**config.mk**
```make
export PLATFORM = sky130hd
export DESIGN_NAME = byte_descrambler_flat
export DESIGN_NICKNAME = d
export VERILOG_FILES = /design/src/rtl/byte_descrambler_if.sv /design/src/rtl/byte_descrambler.sv /design/src/flat_wrapper.sv
export SDC_FILE = /design/constraint.sdc
export NUM_CORES = 1
export LEC_CHECK = 0
export CORE_UTILIZATION = 25
export CTS_BUF_LIST = sky130_fd_sc_hd__clkbuf_8
export CTS_CLUSTER_SIZE = 8
export DETAILED_ROUTE_END_ITERATION = 8
export PLACE_DENSITY = 0.54
export SKIP_CTS_REPAIR_TIMING = 1
export SLEW_MARGIN = 20
export SYNTH_ARGS = -nofsm -noshare
export SYNTH_HDL_FRONTEND = slang
export SYNTH_SLANG_ARGS = --single-unit
```
**constraint.sdc**
```tcl
create_clock -name clk -period 3.8 [get_ports clk]
set_clock_uncertainty 0.15 [all_clocks]
set_input_delay 1.14 -clock clk [delete_from_list [all_inputs] [get_ports clk]]
set_output_delay 1.14 -clock clk [all_outputs]
set_load 0.02 [all_outputs]
```
**src/rtl/byte_descrambler_if.sv**
```systemverilog
// Byte stream bus for the XOR-keystream descrambler: seed control, input and output
// handshakes, and status.
interface byte_descrambler_if;
  logic        seed_load;
  logic [7:0]  seed;
  logic        in_valid;
  logic [7:0]  in_data;
  logic        in_ready;
  logic        out_valid;
  logic [7:0]  out_data;
  logic        out_ready;
  logic        locked;
  logic [15:0] byte_count;

  modport master (
    output seed_load, seed, in_valid, in_data, out_ready,
    input  in_ready, out_valid, out_data, locked, byte_count
  );

  modport slave (
    input  seed_load, seed, in_valid, in_data, out_ready,
    output in_ready, out_valid, out_data, locked, byte_count
  );
endinterface

```
**src/rtl/byte_descrambler.sv**
```systemverilog
// Descrambles an 8-bit XOR keystream generated by an x^8+x^6+x^5+x^4+1 LFSR that
// advances one byte (8 steps) per accepted input; single registered output stage.
module byte_descrambler (
  input logic              clk,
  input logic              rst,
  byte_descrambler_if.slave bus
);

  typedef enum logic [0:0] {
    UNLOCKED = 1'b0,
    RUN      = 1'b1
  } state_t;

  state_t      state_r;
  state_t      state_next_s;
  logic [7:0]  lfsr_r;
  logic [7:0]  lfsr_next_s;
  logic [7:0]  out_data_r;
  logic [7:0]  out_data_next_s;
  logic        out_valid_r;
  logic        out_valid_next_s;
  logic [15:0] count_r;
  logic [15:0] count_next_s;
  logic        in_ready_s;
  logic        accept_s;

  function automatic logic [7:0] lfsr_step8(input logic [7:0] s);
    logic [7:0] t;
    t = s;
    for (int i = 0; i < 8; i++) begin
      t = {t[6:0], t[7] ^ t[5] ^ t[4] ^ t[3]};
    end
    return t;
  endfunction

  // A pending output blocks new input unless the sink takes it this same cycle.
  assign in_ready_s = (state_r == RUN) && !bus.seed_load && (!out_valid_r || bus.out_ready);
  assign accept_s   = bus.in_valid && in_ready_s;

  // Next-state logic for the lock FSM.
  always_comb begin
    state_next_s = state_r;
    case (state_r)
      UNLOCKED: begin
        if (bus.seed_load) begin
          state_next_s = RUN;
        end else begin
          state_next_s = UNLOCKED;
        end
      end
      RUN:     state_next_s = RUN;
      default: state_next_s = UNLOCKED;
    endcase
  end

  // Next values for keystream, counter and output stage; an all-zero seed would lock up.
  always_comb begin
    lfsr_next_s      = lfsr_r;
    count_next_s     = count_r;
    out_data_next_s  = out_data_r;
    out_valid_next_s = out_valid_r;
    if (bus.seed_load) begin
      lfsr_next_s  = (bus.seed == 8'h00) ? 8'h01 : bus.seed;
      count_next_s = 16'h0000;
    end else if (accept_s) begin
      lfsr_next_s  = lfsr_step8(lfsr_r);
      count_next_s = count_r + 16'h0001;
    end else begin
      lfsr_next_s  = lfsr_r;
      count_next_s = count_r;
    end
    if (accept_s) begin
      out_data_next_s  = bus.in_data ^ lfsr_r;
      out_valid_next_s = 1'b1;
    end else if (bus.out_ready) begin
      out_valid_next_s = 1'b0;
    end else begin
      out_valid_next_s = out_valid_r;
    end
  end

  // State and datapath registers.
  always_ff @(posedge clk or posedge rst) begin
    if (rst) begin
      state_r     <= UNLOCKED;
      lfsr_r      <= 8'h01;
      out_data_r  <= 8'h00;
      out_valid_r <= 1'b0;
      count_r     <= 16'h0000;
    end else begin
      state_r     <= state_next_s;
      lfsr_r      <= lfsr_next_s;
      out_data_r  <= out_data_next_s;
      out_valid_r <= out_valid_next_s;
      count_r     <= count_next_s;
    end
  end

  assign bus.in_ready   = in_ready_s;
  assign bus.out_valid  = out_valid_r;
  assign bus.out_data   = out_data_r;
  assign bus.locked     = (state_r == RUN);
  assign bus.byte_count = count_r;

endmodule

```
**src/flat_wrapper.sv**
```systemverilog
// flat-port wrapper written by rule: the top's interface ports become plain ports
module byte_descrambler_flat 
  (clk, rst, bus_seed_load, bus_seed, bus_in_valid, bus_in_data, bus_out_ready, bus_in_ready, bus_out_valid, bus_out_data, bus_locked, bus_byte_count);
  byte_descrambler_if bus_i ();
  input logic clk;
  input logic rst;
  input wire logic [$bits(bus_i.seed_load)-1:0] bus_seed_load;
  input wire logic [$bits(bus_i.seed)-1:0] bus_seed;
  input wire logic [$bits(bus_i.in_valid)-1:0] bus_in_valid;
  input wire logic [$bits(bus_i.in_data)-1:0] bus_in_data;
  input wire logic [$bits(bus_i.out_ready)-1:0] bus_out_ready;
  output wire logic [$bits(bus_i.in_ready)-1:0] bus_in_ready;
  output wire logic [$bits(bus_i.out_valid)-1:0] bus_out_valid;
  output wire logic [$bits(bus_i.out_data)-1:0] bus_out_data;
  output wire logic [$bits(bus_i.locked)-1:0] bus_locked;
  output wire logic [$bits(bus_i.byte_count)-1:0] bus_byte_count;
  assign bus_i.seed_load = bus_seed_load;
  assign bus_i.seed = bus_seed;
  assign bus_i.in_valid = bus_in_valid;
  assign bus_i.in_data = bus_in_data;
  assign bus_i.out_ready = bus_out_ready;
  assign bus_in_ready = bus_i.in_ready;
  assign bus_out_valid = bus_i.out_valid;
  assign bus_out_data = bus_i.out_data;
  assign bus_locked = bus_i.locked;
  assign bus_byte_count = bus_i.byte_count;
  byte_descrambler u_core (.clk(clk), .rst(rst), .bus(bus_i));
endmodule
```
==> results by group <==
Outcome
  • Outcome: finished, final reports clean

Min path
  • Hold_sp: u_core.bus.out_data[6]
  • Worst Hold Class: reg -> reg

Layout
  • Cell Count, Final, Fillers Out: 329
  • Final Cell Area: 0.002447 mm²
  • Most frequent cells in the layout: 47 x clkdlybuf4s50_1, 33 x dfrtp_1, 21 x xnor2_1
  • Nets: 254
  • Commonest non-fill, non-tap cell in the layout: clkdlybuf4s50_1
  • Synth-to-Final Area Change: 36.78%
  • Layout cells sized above 1: 6.009%
  • Fin util: 35.63%
  • N_diodes: 0

STA
  • Max-slew violations: 0
  • Final Critical Period: 3.686 ns
  • Fin crit share: 97.00%
  • Fin. Hold Viols: 0
  • Setup TNS: 0 ns
  • Worst-margin pin slew: 0.8551 ns
  • RSZ-0062 raised after global routing: false
  • FMAX: 0.2713 GHz
  • Max-slew headroom: 42.73%
  • Setup violators final: 0

Clock tree
  • Root Buffer: clkbuf_8
  • CTS tree: yes
  • Clock buffer depth: 2
  • CTS H-tree depth: 2
  • Clock sinks: 34
  • Worst skew pair latency: 0.28 ns
  • Clock transition at path regs: 0.07 ns
  • CTS buffer count: 5

Floorplan
  • Ports: 48
  • Die Y: 86.60 µm
  • Initial Util: 26.05%
  • Placement row count: 30
  • Die outline width: 86.60 µm
  • Core Box Area: 0.006869 mm²
  • Die Area: 0.007500 mm²

Power
  • Leak Pwr: 0.9523 nW
  • Pwr Density: 447.2 mW/mm²
  • Peak supply drop: 159.7 µV

Synthesis
  • Primary FF master, synth: dfrtp_1
  • Register area share after synthesis: 47.62%
  • Flop and latch count out of synthesis: 34
  • Mapped Cells: 188
  • Synth unique cells: 36
  • Mapped cell area: 0.001789 mm²
  • Yosys warns: 0
  • Post-Syn Nets: 210
  • Ys async rst share: 100.0%
  • EDFF count, synth: 0
  • Mean post-synth cell area: 9.517 µm²

Setup path
  • Crit path launch type: primary input
  • Required time worst endpoint: 2.51 ns
  • Crit path DAT: 2.40 ns
  • Worst Setup End Kind: output port
  • CP Launch Point: bus_seed_load
  • Critical path class: in -> out
  • Crit path max fanout: 4
  • RR Startpoint: u_core.bus.byte_count[0]

Global route
  • Largest net degree at the start of global routing: 35
  • First-pass GRT wire length: 7224 µm
  • Grt ovf: 0
  • Initial antenna violation count: 0
  • Vias in the first global route: 1429
  • All-Layer GR Usage: 12.62%

Placed design
  • Routability congestion estimate: 0.7347
  • Placed Area: 0.002356 mm²
  • Placed insts: 321
  • Port bufs: 47
  • Detail Placement HPWL: 3124 µm

Routing
  • Initial DRC count: 111
  • DR WL/cell: 13.54 µm
  • Total wire length: 4456 µm
  • DR vias/cell: 4.663
  • Drt drc: 0
  • Final ANT Viol Nets: 0
  • Initial DRT Pass Iterations: 4
  • Via Count: 1534

Run
  • Max-Cap Viols: 0
layer usage:
| metal | track usage [%] | vias up | share of wire, % | wire length (µm) |
|---|---|---|---|---|
| met5 | 0 | - | 0 | 0 |
| met4 | 4.545 | 0 | 1.4 | 64 |
| met3 | 3.429 | 6 | 4.3 | 190 |
| met2 | 19.70 | 29 | 46 | 2056 |
| met1 | 16.78 | 749 | 48 | 2145 |
| li1 | - | 750 | - | - |
synthesized netlist by cell type (all sizes together), types with 2 or more instances:
cell type   n  area [µm²]
o21ai      16       80.08
a22oi       6       45.04
dfrtp      33       825.8
o41ai       2       17.52
nand2b      3       26.27
nor4        2       12.51
nor2b       2       12.51
nand4       3       18.77
or4         3       22.52
a21oi       7       35.03
nor2        6       22.52
a221o       2       20.02
and4        2       17.52
xnor2      21       183.9
nor3        3       15.01
clkbuf     11       41.29
xor2        6       52.55
inv         4       15.01
buf         3       12.51
nand3      11       55.05
and3        3       18.77
o311ai      2       17.52
or3         7       43.79
nand2      19       71.32
o31ai       3       22.52
critical path, cell delays in order:
cell	delay [ns]
clkdlybuf4s50_1	0.42
nand2b_4	0.16
nor2_1	0.08
clkdlybuf4s50_1	0.60
cell type report:
class                   instances  area (µm²)
well taps                      96       120.1
inverters                       4       15.01
multi-input cells             136       868.3
clock buffers                   6       82.58
repair buffers                 51       500.5
flip-flops and latches         34       852.1
clock inverters                 2       8.758
fillers                       705        4422
cell families after synthesis:
kind of cell	synth area share (%)
AO/OA/AOI/OAI	14.48
adder cells (fa/ha/maj)	0.6992
buffers and inverters	3.846
flip-flops	47.62
AND/OR/NAND/NOR	19.58
XOR/XNOR	13.22
multiplexers	0.5595
power breakdown:
group	leakage (nW)	switching (mW)	internal (mW)	total [mW]
Combinational	0.462	0.158	0.179	0.337
Clock	0.0524	0.134	0.144	0.278
Sequential	0.438	0.0662	0.414	0.480
worst paths after layout:
path                                        endpoint  slack, ns  cells past startpoint
max in group asynchronous           u_core.lfsr_r[0]       2.05                      3
min in group asynchronous           u_core.lfsr_r[3]       1.10                      3
min reg2reg                   u_core.bus.out_data[6]       0.33                      2
max                                     bus_in_ready       0.11                      4
min                           u_core.bus.out_data[6]       0.33                      2
max reg2reg                u_core.bus.byte_count[12]       1.67                      5
through the flow:
stage                     power (mW)  hold WS (ns)  worst slack, ns
after floorplan               0.7040        0.3865           0.9484
after global placement        0.8214        0.3147           0.1118
after detailed placement      0.8243        0.3248           0.1117
after CTS                      1.104        0.3413           0.1043
after global routing           1.152        0.3694          0.07273
final                          1.095        0.3329           0.1142
state kept, by name, summed over array words and instances, names as in the netlist:
register               count
u_core.bus.locked          1
u_core.bus.byte_count     16
u_core.bus.out_valid       1
u_core.bus.out_data        8
u_core.lfsr_r              8
No activity file was read; power rests on OpenSTA's default activity.
